--- config.mk ---
export PLATFORM = sky130hd
export DESIGN_NAME = exec_controller
export DESIGN_NICKNAME = d
export VERILOG_FILES = /design/src/rtl/exec_pkg.sv /design/src/rtl/exec_controller_key_pulse.sv /design/src/rtl/exec_controller.sv
export SDC_FILE = /design/constraint.sdc
export NUM_CORES = 1
export LEC_CHECK = 0
export ABC_AREA = 1
export ABC_CLOCK_PERIOD_IN_PS = 1700
export CAP_MARGIN = 20
export CORE_MARGIN = 10
export CORE_UTILIZATION = 51
export CTS_CLUSTER_DIAMETER = 200
export DETAILED_ROUTE_END_ITERATION = 8
export GPL_ROUTABILITY_DRIVEN = 0
export PLACE_DENSITY = 0.85
export SLEW_MARGIN = 20
export SYNTH_ARGS = -nofsm -noshare
export SYNTH_HDL_FRONTEND = slang
export SYNTH_SLANG_ARGS = --single-unit
--- constraint.sdc ---
create_clock -name clock -period 1.7 [get_ports clock]
set_clock_uncertainty 0.15 [all_clocks]
set_input_delay 0.34 -clock clock [delete_from_list [all_inputs] [get_ports clock]]
set_output_delay 0.34 -clock clock [all_outputs]
set_load 0.01 [all_outputs]
--- src/rtl/exec_pkg.sv ---
// Shared types and helpers for the execution controller: FSM states,
// default timing constants and breakpoint address construction.
package exec_pkg;

    typedef enum logic [1:0] {
        ST_HALT  = 2'd0,
        ST_RUN   = 2'd1,
        ST_BREAK = 2'd2
    } exec_state_t;

    localparam int DEF_RUN_DIV    = 50_000_000;
    localparam int DEF_DEB_CYCLES = 500_000;

    // Breakpoints are word-aligned, limited to the first 32 words.
    function automatic logic [31:0] brk_addr(input logic [4:0] idx);
        return {25'd0, idx, 2'b00};
    endfunction

endpackage

--- src/rtl/exec_controller_key_pulse.sv ---
// Pushbutton front end: 2-flop synchronizer, debounce counter and a
// one-cycle pulse on the press (falling) edge of the accepted level.
module key_pulse #(
    parameter int DEB_CYCLES = 500_000
) (
    input  logic clock,
    input  logic reset,
    input  logic i_key_n,
    output logic o_press
);

    localparam int CNT_W = (DEB_CYCLES > 1) ? $clog2(DEB_CYCLES) : 1;
    localparam logic [CNT_W-1:0] CNT_LAST = CNT_W'(DEB_CYCLES - 1);

    logic             r_sync1;
    logic             r_sync2;
    logic             r_level;
    logic             r_level_d;
    logic [CNT_W-1:0] r_cnt;
    logic             r_press;

    always_ff @(posedge clock or negedge reset) begin
        if (!reset) begin
            r_sync1   <= 1'b1;
            r_sync2   <= 1'b1;
            r_level   <= 1'b1;
            r_level_d <= 1'b1;
            r_cnt     <= '0;
            r_press   <= 1'b0;
        end else begin
            r_sync1   <= i_key_n;
            r_sync2   <= r_sync1;
            r_level_d <= r_level;
            r_press   <= r_level_d & ~r_level;
            // Any return to the accepted level restarts the stability count.
            if (r_sync2 == r_level) begin
                r_cnt <= '0;
            end else if (r_cnt == CNT_LAST) begin
                r_level <= r_sync2;
                r_cnt   <= '0;
            end else begin
                r_cnt <= r_cnt + 1'b1;
            end
        end
    end

    assign o_press = r_press;

endmodule

--- src/rtl/exec_controller.sv ---
// Produces the single pipeline advance-enable from run/step buttons,
// a free-running rate divider and a PC breakpoint comparator.
module exec_controller
    import exec_pkg::*;
#(
    parameter int RUN_DIV    = DEF_RUN_DIV,
    parameter int DEB_CYCLES = DEF_DEB_CYCLES,
    parameter int CNT_W      = 16
) (
    input  logic             clock,
    input  logic             reset,
    input  logic             key_run_n,
    input  logic             key_step_n,
    input  logic             sw_brk_en,
    input  logic [4:0]       sw_brk_idx,
    input  logic [31:0]      pc,
    output logic             cpu_en,
    output logic             running,
    output logic             at_break,
    output logic [CNT_W-1:0] step_count
);

    localparam int DIV_W = (RUN_DIV > 1) ? $clog2(RUN_DIV) : 1;
    localparam logic [DIV_W-1:0] DIV_LAST = DIV_W'(RUN_DIV - 1);

    logic             w_run_pulse;
    logic             w_step_pulse;
    logic             w_brk_hit;

    exec_state_t      r_state;
    exec_state_t      w_state_next;
    logic             r_cpu_en;
    logic             w_cpu_en_next;
    logic [DIV_W-1:0] r_div;
    logic [DIV_W-1:0] w_div_next;
    logic             r_skip;
    logic             w_skip_next;
    logic             r_running;
    logic             r_at_break;
    logic [CNT_W-1:0] r_step_cnt;

    key_pulse #(.DEB_CYCLES(DEB_CYCLES)) u_key_run (
        .clock   (clock),
        .reset   (reset),
        .i_key_n (key_run_n),
        .o_press (w_run_pulse)
    );

    key_pulse #(.DEB_CYCLES(DEB_CYCLES)) u_key_step (
        .clock   (clock),
        .reset   (reset),
        .i_key_n (key_step_n),
        .o_press (w_step_pulse)
    );

    assign w_brk_hit = sw_brk_en && (pc == brk_addr(sw_brk_idx));

    always_comb begin
        w_state_next  = r_state;
        w_cpu_en_next = 1'b0;
        w_div_next    = '0;
        w_skip_next   = r_cpu_en ? 1'b0 : r_skip;
        case (r_state)
            ST_HALT, ST_BREAK: begin
                if (w_run_pulse) begin
                    w_state_next = ST_RUN;
                end else if (w_step_pulse) begin
                    w_cpu_en_next = 1'b1;
                    w_state_next  = ST_HALT;
                end
                // Arm skip so resuming at the break PC does not re-trigger at once.
                if (r_state == ST_BREAK && (w_run_pulse || w_step_pulse)) begin
                    w_skip_next = 1'b1;
                end
            end
            ST_RUN: begin
                if (w_run_pulse) begin
                    w_state_next = ST_HALT;
                end else if (w_brk_hit && !r_skip) begin
                    w_state_next = ST_BREAK;
                end else begin
                    w_cpu_en_next = (r_div == DIV_LAST);
                    w_div_next    = (r_div == DIV_LAST) ? '0 : r_div + 1'b1;
                end
            end
            default: begin
                w_state_next = ST_HALT;
            end
        endcase
    end

    always_ff @(posedge clock or negedge reset) begin
        if (!reset) begin
            r_state    <= ST_HALT;
            r_cpu_en   <= 1'b0;
            r_div      <= '0;
            r_skip     <= 1'b0;
            r_running  <= 1'b0;
            r_at_break <= 1'b0;
            r_step_cnt <= '0;
        end else begin
            r_state    <= w_state_next;
            r_cpu_en   <= w_cpu_en_next;
            r_div      <= w_div_next;
            r_skip     <= w_skip_next;
            r_running  <= (w_state_next == ST_RUN);
            r_at_break <= (w_state_next == ST_BREAK);
            r_step_cnt <= r_step_cnt + CNT_W'(r_cpu_en);
        end
    end

    assign cpu_en     = r_cpu_en;
    assign running    = r_running;
    assign at_break   = r_at_break;
    assign step_count = r_step_cnt;

endmodule

==> metrics.md <==
| Metric | Value |
|---|---|
| Run status | complete, but fails checks |
| Failing checks | setup timing |
| Relative slew slack | between 70% and 80% |
| Die width | between 100 and 150 µm |
| Gate Count Post-Synth | slightly above 600 |
| Sequential cell area | ~2400 µm² |
| Clock Tree Buf Depth | 2 |
| Met3 WL post-DR | between 800 and 900 µm |
| Register clock-pin slew on the reported worst setup and hold paths | ~0.10 ns |
| M1 wire length | between 5000 and 6000 µm |
| DR pass1 iterations | 7 |
| RSZ-0062 raised after global routing | true |
| HP Class | reg2reg |
| Critical Path Source | r_div[13]$_DFF_PN0_ |
| # IOs | between 60 and 70 |
| Synth Register Bits | 96 |
| Post-DRT Antenna Nets | 0 |
| Vias in the first global route | around 4,400 |
| VDD IR max | 701 µV |
| Final worst setup slack | -0.0260 ns |
| DIE HEIGHT | roughly 120 µm |
| Routed wl met2 | slightly above 7000 µm |
| Residual DRC | 0 |
| Final Hold Viols | 0 |
| Die area | 14,200 µm² |
| Worst path required time | between 1.5 and 2 ns |
| CP max-delay cell | dfrtp_1 |
| Pins Over Slew Limit | 0 |
| WS Path Type | reg2reg |
| CTS sink cnt | between 90 and 100 |
| Core area | between 9000 and 10,000 µm² |
| Crit. End Element | flop |
| Worst Hold Launch | u_key_run.r_sync1$_DFF_PN1_ |
| Layout Nets | a little under 800 |
| DRT iter0 DRCs | 435 |
| Maxcap violations | 0 |
| Avg WL per Cell | between 15 and 20 µm |
| Via/cell ratio | 5.39 |
| Pwr dens | 644 nW/µm² |
| Largest stage delay on the critical path | 0.42 ns |
| Starting Density | roughly half |
| R2r startpoint | r_div[13]$_DFF_PN0_ |
| Area grow syn2layout | 34.0% |
| DR vias | about 4,700 |
| Largest net degree at the start of global routing | 36 |
| Multi-input logic area | approximately 2600 µm² |
| Slew @ Worst Pin | ~0.43 ns |
| Rows | 36 |
| FILL cells | about 660 |
| Clock Tree Root | clkbuf_8 |
| First-pass GRT wire length | roughly 20,000 µm |
| Diodes inserted | 0 |
| Pre-CTS WS | -0.280 ns |
| Peak Freq | about 580 MHz |
| Buf/Inv on CP | 2 |
| Lkg Pwr | between 3 and 4 nW |
| Post-Route WL | between 10,000 and 15,000 µm |
| Detail Placement HPWL | about 8700 µm |
| Most frequent CP cell | nor2_2 |
| Warnings, synthesis | 0 |
| Post-DP Area | roughly 6000 µm² |
| Finish-stage setup viols | 6 |
| GR Overflow Total | 0 |
| Design area | between 6000 and 7000 µm² |
| Total CTS buffers | 9 |
| Layout cells sized above 1 | 21.7% |
| IO buf count | 60 |
| Antenna violations before repair | 0 |
| Htree depth | 3 |
| Final Cycle Share | 102% |
| Critical Path, Cell by Cell | nand2_1 -> nor2_2 -> inv_1 -> nor2_2 -> nand3_2 -> buf_4 -> o21ai_0 |
| Worst setup SP type | flop |
| All-Layer GR Usage | between 10% and 20% |
| Mean Syn Cell Area | around 8 µm² |
| CTS tree | built |
| Sequential fraction of the synthesis area | roughly 48% |
| Syn nets | around 660 |
| Kind of cell adding the most delay to the critical path | simple AND/OR/NAND/NOR gates |
| Clk Latency, worst-skew pair | about 0.38 ns |
| Highest Signal Layer | met4 |
| Count of different cell masters after synthesis | 34 |
| Min Clock Period, post-route | around 1.7 ns |
| Cell Area, Synth | around 5000 µm² |
| CP arrival | roughly 1.9 ns |
| Worst-path fanout max | 3 |
[layout make-up]
class / instances / area share [%]
sequential: 96 / 36.1
clock inverter: 7 / 1.64
timing repair buffer: 118 / 16.2
multi-input combinational: 451 / 38.1
clock buffer: 9 / 1.85
inverter: 64 / 3.59
tap: 133 / 2.48
[cells in the mapped netlist, drive strengths merged]
cell / instances / area [µm²]
nand4: 19 / 119
and2: 1 / 6.26
nor2: 158 / 633
o22ai: 2 / 12.5
nor4: 3 / 18.8
xnor2: 20 / 175
dfstp: 8 / 210
nand3b: 3 / 35.0
a31o: 1 / 8.76
inv: 62 / 233
nor3: 24 / 163
a31oi: 3 / 18.8
dfrtp: 88 / 2200
xor2: 33 / 289
buf: 3 / 27.5
nand3: 31 / 170
a211oi: 2 / 15.0
nor3b: 2 / 15.0
o21ai: 5 / 28.8
a21oi: 5 / 25.0
clkinv: 2 / 7.51
a21boi: 2 / 15.0
nand2: 132 / 508
ha: 5 / 62.6
[final timing paths]
kind / endpoint / slack, ns / cells after the start
setup / recovery: cpu_en$_DFF_PN0_ / -0.03 / 7
hold / removal: u_key_run.r_sync2$_DFF_PN1_ / 0.21 / 0
min in group asynchronous: step_count[13]$_DFF_PN0_ / 0.26 / 2
hold reg to reg: u_key_run.r_sync2$_DFF_PN1_ / 0.21 / 0
max in group asynchronous: u_key_run.r_cnt[10]$_DFF_PN0_ / 0.52 / 3
setup reg to reg: cpu_en$_DFF_PN0_ / -0.03 / 7
[cells by family (layout without fill, tap and decap cells)]
kind of cell / Yosys count / in the layout / share of synthesized area (%)
AOI/OAI and AO/OA: 20 / 20 / 2.48
xor gates and xnor gates: 53 / 53 / 9.29
adders and majority gates: 5 / 5 / 1.25
buffers and inverters: 67 / 198 / 5.36
DFF: 96 / 96 / 48.3
and+or+nand+nor: 373 / 373 / 33.4
[through the flow]
stage	TNS, ns	util, %	power, W	cells	hold WS (ns)
2_1_floorplan	-0.00709	-	0.00241	614	-0.106
3_3_place_gp	-5.96	62.2	0.00258	830	0.118
3_5_place_dp	-7.93	62.2	0.00259	830	0.118
4_1_cts	-0.0847	65.3	0.00431	856	0.209
5_1_grt	-2.02	69.5	0.00445	878	0.219
6_report	-0.0552	69.5	0.00432	878	0.212
[metal layers]
layer | vias to the layer above | global-route usage (%)
li1 | 2196 | -
met1 | 2247 | 20.1
met2 | 230 | 29.6
met3 | 58 | 3.07
met4 | 0 | 5.65
met5 | - | 0
[layout by cell type (no fill, tap or decap), types with 6 or more instances in the layout]
cell             instances
nor2_1                 128
nand2_1                119
dfrtp_1                 83
inv_1                   58
buf_4                   51
clkdlybuf4s50_1         40
xor2_1                  33
nand3_1                 24
nor2_2                  22
xnor2_1                 20
nand4_1                 19
dlygate4sd2_1           16
nor3_1                  15
nand2_2                 11
clkbuf_8                 9
nor2_4                   8
dfstp_2                  8
inv_2                    6
[sequential cells by signal, indices dropped and copies added (netlist names)]
signal and cells:
u_key_step.r_sync2 1, r_skip 1, u_key_run.r_sync2 1, u_key_step.r_level 1, u_key_step.r_cnt 19, r_div 26, u_key_run.r_sync1 1, u_key_step.o_press 1
running 1, u_key_run.o_press 1, u_key_run.r_level 1, u_key_run.r_level_d 1, u_key_run.r_cnt 19, at_break 1, u_key_step.r_sync1 1, cpu_en 1
r_state 2, step_count 16, u_key_step.r_level_d 1
[what timing repair did]
| action | CTS | global route |
|---|---|---|
| cloned | 0 | 3 |
| setup buffers | 9 | 19 |
| endpoints found under the hold margin | 22 | 0 |
| gates resized for setup | 24 | 63 |
| endpoints found under the setup margin | 32 | 54 |
| pin swaps | 3 | 15 |
| hold buffers | 1 | 0 |
[report_power, final]
part	total [W]	internal (W)	switching [W]
Combinational	0.000252	0.000137	0.000116
Sequential	0.00232	0.00230	0.0000132
Clock	0.00175	0.000864	0.000885
Total	0.00432	0.00330	0.00101
Power figures use the tool's default switching activity.
